File: src/rtl/cdr_pkg.sv
// rtl/cdr_pkg.sv - shared state and phase-contribution encodings for the CDR lock controller
package cdr_pkg;

    typedef enum logic [1:0] {
        ST_IDLE    = 2'd0,
        ST_ACQUIRE = 2'd1,
        ST_TRACK   = 2'd2,
        ST_LOCKED  = 2'd3
    } cdr_state_t;

    // Per-cycle phase detector contribution to the window accumulator
    localparam logic signed [1:0] CONTRIB_UP   = 2'sb01;
    localparam logic signed [1:0] CONTRIB_NONE = 2'sb00;
    localparam logic signed [1:0] CONTRIB_DOWN = 2'sb11;

    // Balanced windows needed in ACQUIRE before moving on to fine tracking
    localparam int ACQ_WINS = 2;

    // up alone speeds the oscillator up, down alone slows it; both or neither cancel
    function automatic logic signed [1:0] contribution(input logic up_i, input logic down_i);
        logic signed [1:0] c;
        c = CONTRIB_NONE;
        if (up_i && !down_i) begin
            c = CONTRIB_UP;
        end else if (down_i && !up_i) begin
            c = CONTRIB_DOWN;
        end
        return c;
    endfunction

endpackage

File: src/rtl/cdr_window_integrator.sv
// rtl/cdr_window_integrator.sv - integrates up/down over fixed windows and flags balanced windows
module cdr_window_integrator
    import cdr_pkg::*;
#(
    parameter  int WIN    = 16,
    parameter  int BAL_TH = 2,
    localparam int NET_W  = $clog2(WIN) + 2,
    localparam int CNT_W  = $clog2(WIN)
) (
    input  logic                    clock,
    input  logic                    reset_L,
    input  logic                    active_i,
    input  logic                    up_i,
    input  logic                    down_i,
    output logic                    win_end_o,
    output logic signed [NET_W-1:0] netf_o,
    output logic                    balanced_o
);

    localparam logic [CNT_W-1:0]        WCNT_LAST = CNT_W'(WIN - 1);
    localparam logic signed [NET_W-1:0] TH_POS    = NET_W'(BAL_TH);
    localparam logic signed [NET_W-1:0] TH_NEG    = -TH_POS;

    logic signed [NET_W-1:0] net_q, net_d;
    logic [CNT_W-1:0]        wcnt_q, wcnt_d;
    logic signed [1:0]       contrib;
    logic signed [NET_W-1:0] contrib_ext;

    assign contrib     = contribution(up_i, down_i);
    assign contrib_ext = {{(NET_W-2){contrib[1]}}, contrib};

    // The final sample of a window is folded in before the window is judged
    assign netf_o     = net_q + contrib_ext;
    assign win_end_o  = active_i && (wcnt_q == WCNT_LAST);
    assign balanced_o = (netf_o <= TH_POS) && (netf_o >= TH_NEG);

    // Accumulate while running; restart at each window end and whenever the loop is idle
    always_comb begin
        net_d  = net_q;
        wcnt_d = wcnt_q;
        if (!active_i || win_end_o) begin
            net_d  = '0;
            wcnt_d = '0;
        end else begin
            net_d  = netf_o;
            wcnt_d = wcnt_q + 1'b1;
        end
    end

    // Accumulator and window counter registers
    always_ff @(posedge clock) begin
        if (!reset_L) begin
            net_q  <= '0;
            wcnt_q <= '0;
        end else begin
            net_q  <= net_d;
            wcnt_q <= wcnt_d;
        end
    end

endmodule

File: src/rtl/cdr_lock_controller.sv
// rtl/cdr_lock_controller.sv - CDR loop controller: acquire/track/lock sequencing and DCO word steering
module cdr_lock_controller
    import cdr_pkg::*;
#(
    parameter int CTRL_W      = 8,
    parameter int CTRL_INIT   = 128,
    parameter int WIN         = 16,
    parameter int BAL_TH      = 2,
    parameter int COARSE_STEP = 4,
    parameter int LOCK_WINS   = 4,
    parameter int LOSS_WINS   = 2
) (
    input  logic              clock,
    input  logic              reset_L,
    input  logic              enable,
    input  logic              up,
    input  logic              down,
    output logic [CTRL_W-1:0] ctrl,
    output logic [1:0]        state,
    output logic              locked,
    output logic              lock_lost
);

    localparam int NET_W    = $clog2(WIN) + 2;
    localparam int BMAX_A   = (ACQ_WINS > LOCK_WINS) ? ACQ_WINS : LOCK_WINS;
    localparam int BCNT_MAX = (BMAX_A > LOSS_WINS) ? BMAX_A : LOSS_WINS;
    localparam int BCNT_W   = $clog2(BCNT_MAX + 1);

    localparam logic [CTRL_W+1:0] CTRL_MAX    = {2'b00, {CTRL_W{1'b1}}};
    localparam logic [CTRL_W+1:0] STEP_COARSE = (CTRL_W+2)'(COARSE_STEP);
    localparam logic [CTRL_W+1:0] STEP_FINE   = (CTRL_W+2)'(1);
    localparam logic [BCNT_W-1:0] ACQ_TARGET  = BCNT_W'(ACQ_WINS);
    localparam logic [BCNT_W-1:0] LOCK_TARGET = BCNT_W'(LOCK_WINS);
    localparam logic [BCNT_W-1:0] LOSS_TARGET = BCNT_W'(LOSS_WINS);

    cdr_state_t          state_q, state_d;
    logic [CTRL_W-1:0]   ctrl_q, ctrl_d;
    logic [BCNT_W-1:0]   bcnt_q, bcnt_d;
    logic                locked_q, locked_d;
    logic                lock_lost_q, lock_lost_d;

    logic                    active;
    logic                    win_end;
    logic signed [NET_W-1:0] netf;
    logic                    balanced;
    logic [BCNT_W-1:0]       bcnt_inc;
    logic [CTRL_W+1:0]       step;
    logic [CTRL_W+1:0]       ctrl_wide;
    logic [CTRL_W+1:0]       ctrl_sum;
    logic [CTRL_W-1:0]       ctrl_stepped;

    // Integration only runs when enabled and out of IDLE, so an enable drop pre-empts a window end
    assign active = enable && (state_q != ST_IDLE);

    cdr_window_integrator #(
        .WIN    (WIN),
        .BAL_TH (BAL_TH)
    ) u_integrator (
        .clock      (clock),
        .reset_L    (reset_L),
        .active_i   (active),
        .up_i       (up),
        .down_i     (down),
        .win_end_o  (win_end),
        .netf_o     (netf),
        .balanced_o (balanced)
    );

    assign bcnt_inc = bcnt_q + 1'b1;

    // Saturating control-word step: coarse while acquiring, single LSB once tracking
    always_comb begin
        step         = (state_q == ST_ACQUIRE) ? STEP_COARSE : STEP_FINE;
        ctrl_wide    = {2'b00, ctrl_q};
        ctrl_sum     = ctrl_wide + step;
        ctrl_stepped = ctrl_q;
        if (netf > 0) begin
            ctrl_stepped = (ctrl_sum > CTRL_MAX) ? CTRL_MAX[CTRL_W-1:0] : ctrl_sum[CTRL_W-1:0];
        end else if (netf < 0) begin
            ctrl_stepped = (ctrl_wide < step) ? '0 : ctrl_q - step[CTRL_W-1:0];
        end
    end

    // Next-state logic: enable drop wins, otherwise state moves only at window ends
    always_comb begin
        state_d     = state_q;
        ctrl_d      = ctrl_q;
        bcnt_d      = bcnt_q;
        lock_lost_d = 1'b0;
        if (!enable) begin
            state_d = ST_IDLE;
            bcnt_d  = '0;
        end else begin
            if (win_end && !balanced) begin
                ctrl_d = ctrl_stepped;
            end
            case (state_q)
                ST_IDLE: begin
                    state_d = ST_ACQUIRE;
                    bcnt_d  = '0;
                end
                ST_ACQUIRE: begin
                    if (win_end) begin
                        if (!balanced) begin
                            bcnt_d = '0;
                        end else if (bcnt_inc == ACQ_TARGET) begin
                            state_d = ST_TRACK;
                            bcnt_d  = '0;
                        end else begin
                            bcnt_d = bcnt_inc;
                        end
                    end
                end
                ST_TRACK: begin
                    if (win_end) begin
                        if (!balanced) begin
                            bcnt_d = '0;
                        end else if (bcnt_inc == LOCK_TARGET) begin
                            state_d = ST_LOCKED;
                            bcnt_d  = '0;
                        end else begin
                            bcnt_d = bcnt_inc;
                        end
                    end
                end
                ST_LOCKED: begin
                    // Here the run counter tracks consecutive unbalanced windows
                    if (win_end) begin
                        if (balanced) begin
                            bcnt_d = '0;
                        end else if (bcnt_inc == LOSS_TARGET) begin
                            state_d     = ST_ACQUIRE;
                            bcnt_d      = '0;
                            lock_lost_d = 1'b1;
                        end else begin
                            bcnt_d = bcnt_inc;
                        end
                    end
                end
                default: begin
                    state_d = ST_IDLE;
                    bcnt_d  = '0;
                end
            endcase
        end
        locked_d = (state_d == ST_LOCKED);
    end

    // Controller state registers; reset overrides enable
    always_ff @(posedge clock) begin
        if (!reset_L) begin
            state_q     <= ST_IDLE;
            ctrl_q      <= CTRL_W'(CTRL_INIT);
            bcnt_q      <= '0;
            locked_q    <= 1'b0;
            lock_lost_q <= 1'b0;
        end else begin
            state_q     <= state_d;
            ctrl_q      <= ctrl_d;
            bcnt_q      <= bcnt_d;
            locked_q    <= locked_d;
            lock_lost_q <= lock_lost_d;
        end
    end

    assign ctrl      = ctrl_q;
    assign state     = state_q;
    assign locked    = locked_q;
    assign lock_lost = lock_lost_q;

endmodule
File: config.mk
export PLATFORM = sky130hd
export DESIGN_NAME = cdr_lock_controller
export DESIGN_NICKNAME = d
export VERILOG_FILES = /design/src/rtl/cdr_pkg.sv /design/src/rtl/cdr_window_integrator.sv /design/src/rtl/cdr_lock_controller.sv
export SDC_FILE = /design/constraint.sdc
export NUM_CORES = 1
export LEC_CHECK = 0
export ABC_AREA = 1
export CAP_MARGIN = 0
export CORE_AREA = 4 4 65 67
export DETAILED_ROUTE_END_ITERATION = 6
export DIE_AREA = 0 0 69 71
export HOLD_SLACK_MARGIN = 0.12
export MAX_ROUTING_LAYER = met4
export PLACE_DENSITY = 0.84
export SLEW_MARGIN = 5
export SYNTH_ARGS = -nofsm -noshare
export SYNTH_HDL_FRONTEND = slang
export SYNTH_HIERARCHICAL = 1
export SYNTH_SLANG_ARGS = --single-unit
File: constraint.sdc
create_clock -name clock -period 4.5 [get_ports clock]
set_clock_uncertainty 0.1 [all_clocks]
set_input_delay 0.45 -clock clock [delete_from_list [all_inputs] [get_ports clock]]
set_output_delay 0.45 -clock clock [all_outputs]
set_load 0.005 [all_outputs]
==> results of run 1 <==
[routing by layer]
metal / part of all wire (%) / up-vias
li1: - / 1042
met1: 47 / 862
met2: 49 / 38
met3: 2.8 / 11
met4: 1.6 / 0
met5: 0 / -
[state kept, by name, summed over array words and instances, names as in the netlist]
signal               cells
state                    2
locked                   1
lock_lost                1
bcnt_q                   3
u_integrator/wcnt_q      4
u_integrator/net_q       6
ctrl                     8
[kinds of logic (layout without fill, tap and decap cells)]
logic type | after synthesis | in the layout | share of synthesized area [%]
adders and majority gates | 14 | 14 | 8.89
and+or+nand+nor | 196 | 196 | 45.3
DFF | 25 | 25 | 25.4
buffers and inverters | 63 | 82 | 12.4
AOI/OAI and AO/OA | 23 | 23 | 6.23
xor gates and xnor gates | 4 | 4 | 1.78
[worst max path at each step]
stage / to / slack [ns] / cells past startpoint
2_1_floorplan: ctrl[3] / 1.84 / 22
3_3_place_gp: ctrl[4] / 1.13 / 22
3_5_place_dp: ctrl[4] / 1.02 / 22
4_1_cts: ctrl[4] / 1.30 / 22
5_1_grt: bcnt_q[1] / 0.95 / 23
6_report: ctrl[4] / 1.29 / 22
[layout by cell type, fill, tap and decap left out, drive strengths merged, types with 2 or more instances in the layout]
cell type      instances
nand3                 35
clkdlybuf4s50         16
xor2                   2
inv                   62
xnor2                  2
dfxtp                 25
o21ai                  7
a21oi                 13
nand4                  3
nand2                111
ha                    14
nor3                   4
clkbuf                 3
nor2                  41
[per-stage QoR]
| stage | util, % | cell area (um2) | worst slack, ns | instances |
|---|---|---|---|---|
| 6_report | 61.2 | 2220 | 1.29 | 392 |
| 5_1_grt | 61.2 | 2220 | 0.948 | 392 |
| 4_1_cts | 61.2 | 2220 | 1.30 | 392 |
| 3_5_place_dp | 60.0 | 2180 | 1.02 | 388 |
| 3_3_place_gp | 60.0 | 2180 | 1.13 | 388 |
| 2_1_floorplan | - | 1970 | 1.84 | 325 |
[worst max-delay path, stage by stage]
cell                              delay (ns)
sky130_fd_sc_hd__clkdlybuf4s50_1        0.46
sky130_fd_sc_hd__inv_1                  0.05
sky130_fd_sc_hd__ha_1                   0.33
sky130_fd_sc_hd__nor2_2                 0.20
sky130_fd_sc_hd__nor2_4                 0.06
sky130_fd_sc_hd__ha_1                   0.19
sky130_fd_sc_hd__inv_1                  0.05
sky130_fd_sc_hd__nand2_1                0.08
sky130_fd_sc_hd__nand3_1                0.11
sky130_fd_sc_hd__nand2_1                0.06
sky130_fd_sc_hd__nand2_1                0.07
sky130_fd_sc_hd__nand2_2                0.07
sky130_fd_sc_hd__inv_2                  0.05
sky130_fd_sc_hd__nor2_1                 0.04
sky130_fd_sc_hd__nand2_1                0.04
sky130_fd_sc_hd__nand2_1                0.12
sky130_fd_sc_hd__nor2_2                 0.16
sky130_fd_sc_hd__nand3_2                0.21
sky130_fd_sc_hd__nor2_2                 0.27
sky130_fd_sc_hd__nand3_1                0.10
sky130_fd_sc_hd__nand2_1                0.07
sky130_fd_sc_hd__inv_1                  0.04
[layout make-up]
class                           instances  share of cell area [%]
Tap cell                               48                    2.70
Timing Repair Buffer                   16                    7.20
Sequential cell                        25                    22.5
Inverter                               62                    10.5
Clock buffer                            3                    1.86
Clock inverter                          1                   0.225
Multi-Input combinational cell        237                    55.1
[power by group through the flow]
stage | registers, mW | clock network, mW | logic (mW)
after floorplan | 0.229 | 0 | 0.0505
after global placement | 0.229 | 0 | 0.0648
after detailed placement | 0.229 | 0 | 0.0656
after CTS | 0.224 | 0.138 | 0.0661
after global routing | 0.224 | 0.143 | 0.0762
final | 0.224 | 0.131 | 0.0665
==> results.md, run 1 <==
- Summed over all cells, the static leakage comes to 1.19 nW.
- The cell at the root of the clock tree is sky130_fd_sc_hd__clkbuf_8.
- The average wire length per cell after detail routing is 10.5 um.
- The average instance area after synthesis is 6.06 um2.
- The sequential cells in the finished layout cover a total of 500 um2.
- The worst hold path begins at u_integrator/wcnt_q[0].
- The largest voltage drop on the vdd net is 163 uV.
- Net switching is 27.0% of the power.
- The power density over the cells is 190 nW/um2.
- The later pin in the worst-skew pair is clocked with a latency of 0.27 ns.
- The type of element launching the critical path is an input pin.
- The fraction of final layout cells with drive strength greater than 1 is 11.0%.
- The count of nets left with antenna violations after detail routing is 0.
- The time the worst path needs with I/O delays and setup is 3.21 ns.
- The net count reported at finish is 364.
- The number of maximum-capacitance constraint violations is 0.
- The internal cell power is 0.308 mW.
- Measured in cells, the most critical reg-to-reg path has a length of 20.
- The number of diodes added for antenna fixing is 0.
- The first global-routing pass estimated 7.54 mm of wire.
- The number of antenna violations at the first check in global routing is 0.
- The critical path starts at up.
- The die covers 4900 um2.
- Across all hold checks on the routed design, the worst slack comes to 0.356 ns.
- The filler cell count is 370.
- The worst hold path endpoint is u_integrator/wcnt_q[0].
- The worst hold path belongs to the class flip-flop to flip-flop.
- The final count of pins violating max slew is 0.
- For this run, the register share of the synthesized area comes to 25.4%.
- Post-CTS timing repair inserted 0 buffers for setup.
- For this run, the detailed router's first-pass iteration total came to 4.
- For this block, the routed nets add up to 4.12 mm of wire.
- The synthesized instance count is 325.
- The predominant post-synthesis flop cell is sky130_fd_sc_hd__dfxtp_1.
- The pin count of the biggest net entering global routing is 15.
- For the pin with the worst max-slew slack, the measured transition is 0.395 ns.
- The worst register-to-register path begins at u_integrator/net_q[1].
- The design draws 0.422 mW.
- The proportion of netlist area held by the largest area contributor is 25.4%.
- The worst slew margin relative to its limit is 73.5%.
- The number of DRC markers after the initial detailed-route iteration is 72.
- Setup repair after global routing left no endpoint under its margin.
- In this run the vertical extent of the chip is 71 um.
- In the global route stage, met3 resource usage came out at 2.41%.
- The setup slack of the most critical reg-to-reg path is 1.97 ns.
- For met2 alone, demand over resource in global routing was 32.6%.
- The count of port buffers added during placement is 16.
- The biggest area contributor in the post-synthesis netlist is sky130_fd_sc_hd__dfxtp_1.
- After clock tree synthesis, the repair step resized 0 gates.
- The worst setup path is captured at a flip-flop.
- Global routing used 21.5% of the available met1 tracks.
- From synthesis to final layout, the design area changed by 13.0%.
- Data on the critical path is required at its endpoint by 4.57 ns.
- Counting flops with a built-in enable in the synthesized netlist gives 0.
- The detailed placement HPWL is 3.36 mm.
- The number of hold violations in the final report is 0.
- The total number of vias is 1953.
- The number of distinct standard cells referenced by the synthesized netlist is 25.
- Yosys attributes the largest share of cell area to sky130_fd_sc_hd__dfxtp_1 25%, sky130_fd_sc_hd__nand2_1 19%, sky130_fd_sc_hd__inv_1 9.9%.
- The region available for standard cell placement spans 3630 um2.
- Counting instances, the worst hold path has a depth of 1.
- In the routed design, unresolved DRC markers number 0.
- In this run, synthesis produced a sequential element count of 25.
- The TritonCTS clock tree is yes.
- The overall fraction of global-route tracks in use is 18.4%.
- The via count of the first global-routing pass came to 1863.
- The clock group share of total power is 31.2%.
- The area occupied by multi-input gates is 1220 um2.
- Among all cell types in the netlist, the one instantiated most often is sky130_fd_sc_hd__nand2_1.
- For this run, asynchronously set or reset flops after synthesis account for 0%.
- The initial standard-cell utilization of the core is 54.2%.
- The cts-stage hold buffer count is 0.
- After synthesis, the most frequently instantiated cells are 99 x sky130_fd_sc_hd__nand2_1, 52 x sky130_fd_sc_hd__inv_1, 34 x sky130_fd_sc_hd__nand3_1, 32 x sky130_fd_sc_hd__nor2_1, 25 x sky130_fd_sc_hd__dfxtp_1.
- The busiest layer in global routing is met2.
- The cell area that synthesis handed to floorplanning was 1970 um2.
- The longest clock path from root to sink contains 2 buffers.
- Dividing the detail-routed via count by the number of cells gives 4.98.
- Counting every net in the synthesized netlist gives 344.
- In this run the count of I/O pins placed on the die edge is 17.
- The fmax is 0.312 GHz.
- The flow ran to the end, and the final reports show no timing, DRC or antenna violations.
- The remaining global-route overflow is 0.
- Counting every sink on the clock net gives 25.
- The share of total power dissipated in sequential elements is 53.1%.
- The final weighted congestion of routability-driven global placement is 0.956.
- CTS built an H-tree with a depth of 1.
- In the finished design, the share of the clock period the worst path needs comes to 71.3%.
- Along the worst path, the maximum fanout reaches 9.
- In this run the horizontal extent of the chip is 69 um.
- The CTS buffer count is 3.
- Combinational logic burns 15.8% of the power.
- The Yosys step of the flow raised 6 warnings.
- After floorplanning, the core was divided into 22 placement rows.
- The switching power of the nets is 0.114 mW.
- The aggregate negative setup slack is 0 ns.
- The critical register-to-register path endpoint is ctrl[4].
- Clock-pin slew was measured on the worst setup and hold paths at 0.08 ns.
- For the worst setup path, the data arrival time is 3.28 ns.
- The number of failing setup endpoints in the final timing report is 0.
- By startpoint and endpoint, the worst setup path is classified as input pin to flip-flop.
No activity file was read; power rests on OpenSTA's default activity.
==> run 2, diff against run 1 <==
--- a/config.mk
+++ b/config.mk
@@ -7,12 +7,12 @@
 export LEC_CHECK = 0
 export ABC_AREA = 1
 export CAP_MARGIN = 0
-export CORE_AREA = 4 4 65 67
+export CORE_AREA = 4 4 67 69
 export DETAILED_ROUTE_END_ITERATION = 6
-export DIE_AREA = 0 0 69 71
+export DIE_AREA = 0 0 71 73
 export HOLD_SLACK_MARGIN = 0.12
 export MAX_ROUTING_LAYER = met4
-export PLACE_DENSITY = 0.84
+export PLACE_DENSITY = 0.83
 export SLEW_MARGIN = 5
 export SYNTH_ARGS = -nofsm -noshare
 export SYNTH_HDL_FRONTEND = slang
==> constraint.sdc (replaced) <==
create_clock -name clock -period 2.58 [get_ports clock]
set_clock_uncertainty 0.1 [all_clocks]
set_input_delay 0.258 -clock clock [delete_from_list [all_inputs] [get_ports clock]]
set_output_delay 0.258 -clock clock [all_outputs]
set_load 0.005 [all_outputs]
==> results.md, run 2 (synthesis gave the netlist of run 1 again) <==
- The via count of the first global-routing pass is 1877 (was 1863).
- The count of nets left with antenna violations after detail routing is 0 (unchanged).
- The CTS buffer count was 3 (unchanged).
- The clock transition time at the flip-flop clock pins of the worst setup and hold paths is 0.09 ns (was 0.08 ns).
- The cts-stage hold buffer count is 0 (unchanged).
- The number of instances on the worst hold path is 1 (unchanged).
- The type of the worst setup path is input pin to flip-flop (unchanged).
- The depth of the most critical reg-to-reg path is 18 (was 20).
- The number of diodes added for antenna fixing is 0 (unchanged).
- The number of primary I/O pins is 17 (unchanged).
- The largest voltage drop on the vdd net is 225 uV (was 163 uV).
- The global-route wire length before repair came to 7.56 mm (was 7.54 mm).
- The transition at the pin with the smallest max-transition slack is 0.429 ns (was 0.395 ns).
- The number of DRC markers after the initial detailed-route iteration was 102 (was 72).
- The clock net sink count is 25 (unchanged).
- The detailed placement HPWL is 3.49 mm (was 3.36 mm).
- The final worst-path cycle share is 95.4%.
- The share of the core filled with cells in the final layout is 62.3% (was 61.2%).
- The ratio of routed vias to standard cells came to 4.86 (was 4.98).
- The cell count after placement is 408 (was 388).
- The number of cells in the finished layout apart from fillers came to 416 (was 392).
- The TritonCTS clock tree is yes (unchanged).
- The endpoint class of the critical path is a flip-flop (unchanged).
- The remaining global-route overflow was 0 (unchanged).
- Leading cell types in the layout, fill and taps excluded: 96 x sky130_fd_sc_hd__nand2_1, 51 x sky130_fd_sc_hd__inv_1, 33 x sky130_fd_sc_hd__nand3_1 (was 99 x sky130_fd_sc_hd__nand2_1, 52 x sky130_fd_sc_hd__inv_1, 34 x sky130_fd_sc_hd__nand3_1).
- The die outline area is 5180 um2 (was 4900 um2).
- The growth of design area from synthesis to finish is 23.8% (was 13.0%).
- The worst endpoint data arrival time is 2.55 ns (was 3.28 ns).
- The maximum number of buffers from clock root to sink came to 2 (unchanged).
- The worst slew margin relative to its limit is 71.2% (was 73.5%).
- The net count reported at finish came to 386 (was 364).
- The fmax is 0.406 GHz.
- The area of the core region is 3910 um2 (was 3630 um2).
- The overall fraction of global-route tracks in use is 18.2% (was 18.4%).
- The first-pass iteration count of the detailed router came to 5 (was 4).
- The power consumption is 0.777 mW (was 0.422 mW).
- The total wire length after detailed routing came to 4.46 mm (was 4.12 mm).
- The insertion delay to the later sink of the worst-skew pair is 0.28 ns (was 0.27 ns).
- The fraction of final layout cells with drive strength greater than 1 came to 19.1% (was 11.0%).
- The initial standard-cell utilization of the core was 50.3% (was 54.2%).
- The total number of vias came to 2020 (was 1953).
- The count of standard-cell rows came to 23 (was 22).
- Outcome: finished clean (unchanged).
- The type of the tightest min-delay check is flip-flop to flip-flop (unchanged).
- The number of flip-flops in the largest register is 8 (unchanged).
- The type of element launching the critical path is an input pin (unchanged).
- The number of antenna violations at the first check in global routing is 0 (unchanged).
- The number of hold violations in the final report is 0 (unchanged).
- The die width came to 71 um (was 69 um).
- The count of port buffers added during placement came to 16 (unchanged).
- The number of maximum-capacitance constraint violations is 0 (unchanged).
- The filler cell count came to 375 (was 370).
- The endpoint required time on the critical path is 2.67 ns (was 4.57 ns).
- The critical hold path startpoint is u_integrator/wcnt_q[0] (unchanged).
- The beginning of the critical path is up (unchanged).
- The chip height was 73 um (was 71 um).
- The time the worst path needs with I/O delays and setup is 2.46 ns.
- The average wire length per cell after detail routing is 10.7 um (was 10.5 um).
- The standby leakage power is 1.29 nW (was 1.19 nW).
- The post-detailed-route DRC marker count is 0 (unchanged).
- The startpoint of the worst-slack reg-to-reg timing path is u_integrator/net_q[1] (unchanged).
- The pin count of the biggest net entering global routing is 16 (was 15).
- The highest fanout seen on the critical path is 8 (was 9).
- The final count of pins violating max slew is 0 (unchanged).
- The cell at the root of the clock tree is sky130_fd_sc_hd__clkbuf_8 (unchanged).
- The number of levels in the clock H-tree is 1 (unchanged).
- The number of failing setup endpoints in the final timing report is 0 (unchanged).
- The aggregate negative setup slack was 0 ns (unchanged).
- The power density over the cells was 319 nW/um2 (was 190 nW/um2).
- The final weighted congestion of routability-driven global placement is 0.970 (was 0.956).
- The most common cell after layout, fill and taps aside is sky130_fd_sc_hd__nand2_1 (unchanged).
## run 2: cell count changes in the layout (fill, tap and decap cells not counted), sizes merged
cell / before / now
dlygate4sd2: 0 / 2
clkinv: 1 / 0
clkinvlp: 0 / 1
buf: 0 / 22
clkdlybuf4s50: 16 / 14
## run 2: final timing paths
| path | endpoint | slack (ns) |
|---|---|---|
| worst max-delay path | ctrl[2] | 0.12 |
| worst min-delay path | u_integrator/wcnt_q[0] | 0.35 |
| worst max register to register | ctrl[2] | 0.27 |
| worst min register to register | u_integrator/wcnt_q[0] | 0.35 |
## run 2: power by group
group	leakage [nW]	internal [mW]	total, mW	switching, mW
Clock	0.0217	0.110	0.241	0.132
Sequential	0.202	0.388	0.390	0.00239
Combinational	1.06	0.0598	0.145	0.0854
## run 2: routing by layer
| metal | vias to the layer above | global-route usage, % | part of all wire, % |
|---|---|---|---|
| met4 | 0 | 5.85 | 2.3 |
| met5 | - | - | 0 |
| met1 | 890 | 20.8 | 46 |
| li1 | 1086 | - | - |
| met3 | 13 | 2.62 | 2.4 |
| met2 | 31 | 33.0 | 50 |
## run 2: through the flow
stage                     hold WS, ns  area, um2  setup slack (ns)
after floorplan                 0.296       1970             0.116
after global placement          0.332       2320            -0.405
after detailed placement        0.343       2320            -0.485
after CTS                       0.359       2400             0.181
after global routing            0.386       2440           -0.0924
final                           0.355       2440             0.120
## run 2: area by class of cell
cell class	instances	area (um2)	share of cell area (%)
Clock buffer	3	41.3	1.69
Multi-Input combinational cell	237	1270	52.1
Tap cell	50	62.6	2.57
Clock inverter	1	7.51	0.308
Sequential cell	25	500	20.5
Timing Repair Buffer	38	323	13.2
Inverter	62	233	9.54
## run 2: what timing repair did
item | CTS | global route
resized for setup | 13 | 5
setup endpoints to repair | 14 | 10
pin swaps | 13 | 8
setup buffers | 1 | 3
## run 2: critical path, cell delays in order
cell and delay, ns:
sky130_fd_sc_hd__dlygate4sd2_1 0.23, sky130_fd_sc_hd__inv_1 0.07, sky130_fd_sc_hd__ha_2 0.21, sky130_fd_sc_hd__buf_4 0.17, sky130_fd_sc_hd__nand2_2 0.06, sky130_fd_sc_hd__inv_2 0.10, sky130_fd_sc_hd__nor2_8 0.04, sky130_fd_sc_hd__nand2_2 0.06
sky130_fd_sc_hd__nor2_1 0.05, sky130_fd_sc_hd__nor2_2 0.16, sky130_fd_sc_hd__nand2_2 0.07, sky130_fd_sc_hd__nand2_1 0.07, sky130_fd_sc_hd__nand2_2 0.07, sky130_fd_sc_hd__nor2_1 0.19, sky130_fd_sc_hd__nand3_2 0.16, sky130_fd_sc_hd__nand2_2 0.15
sky130_fd_sc_hd__inv_2 0.09, sky130_fd_sc_hd__a21oi_1 0.14, sky130_fd_sc_hd__nand2_1 0.08, sky130_fd_sc_hd__nand2_1 0.07, sky130_fd_sc_hd__inv_1 0.04
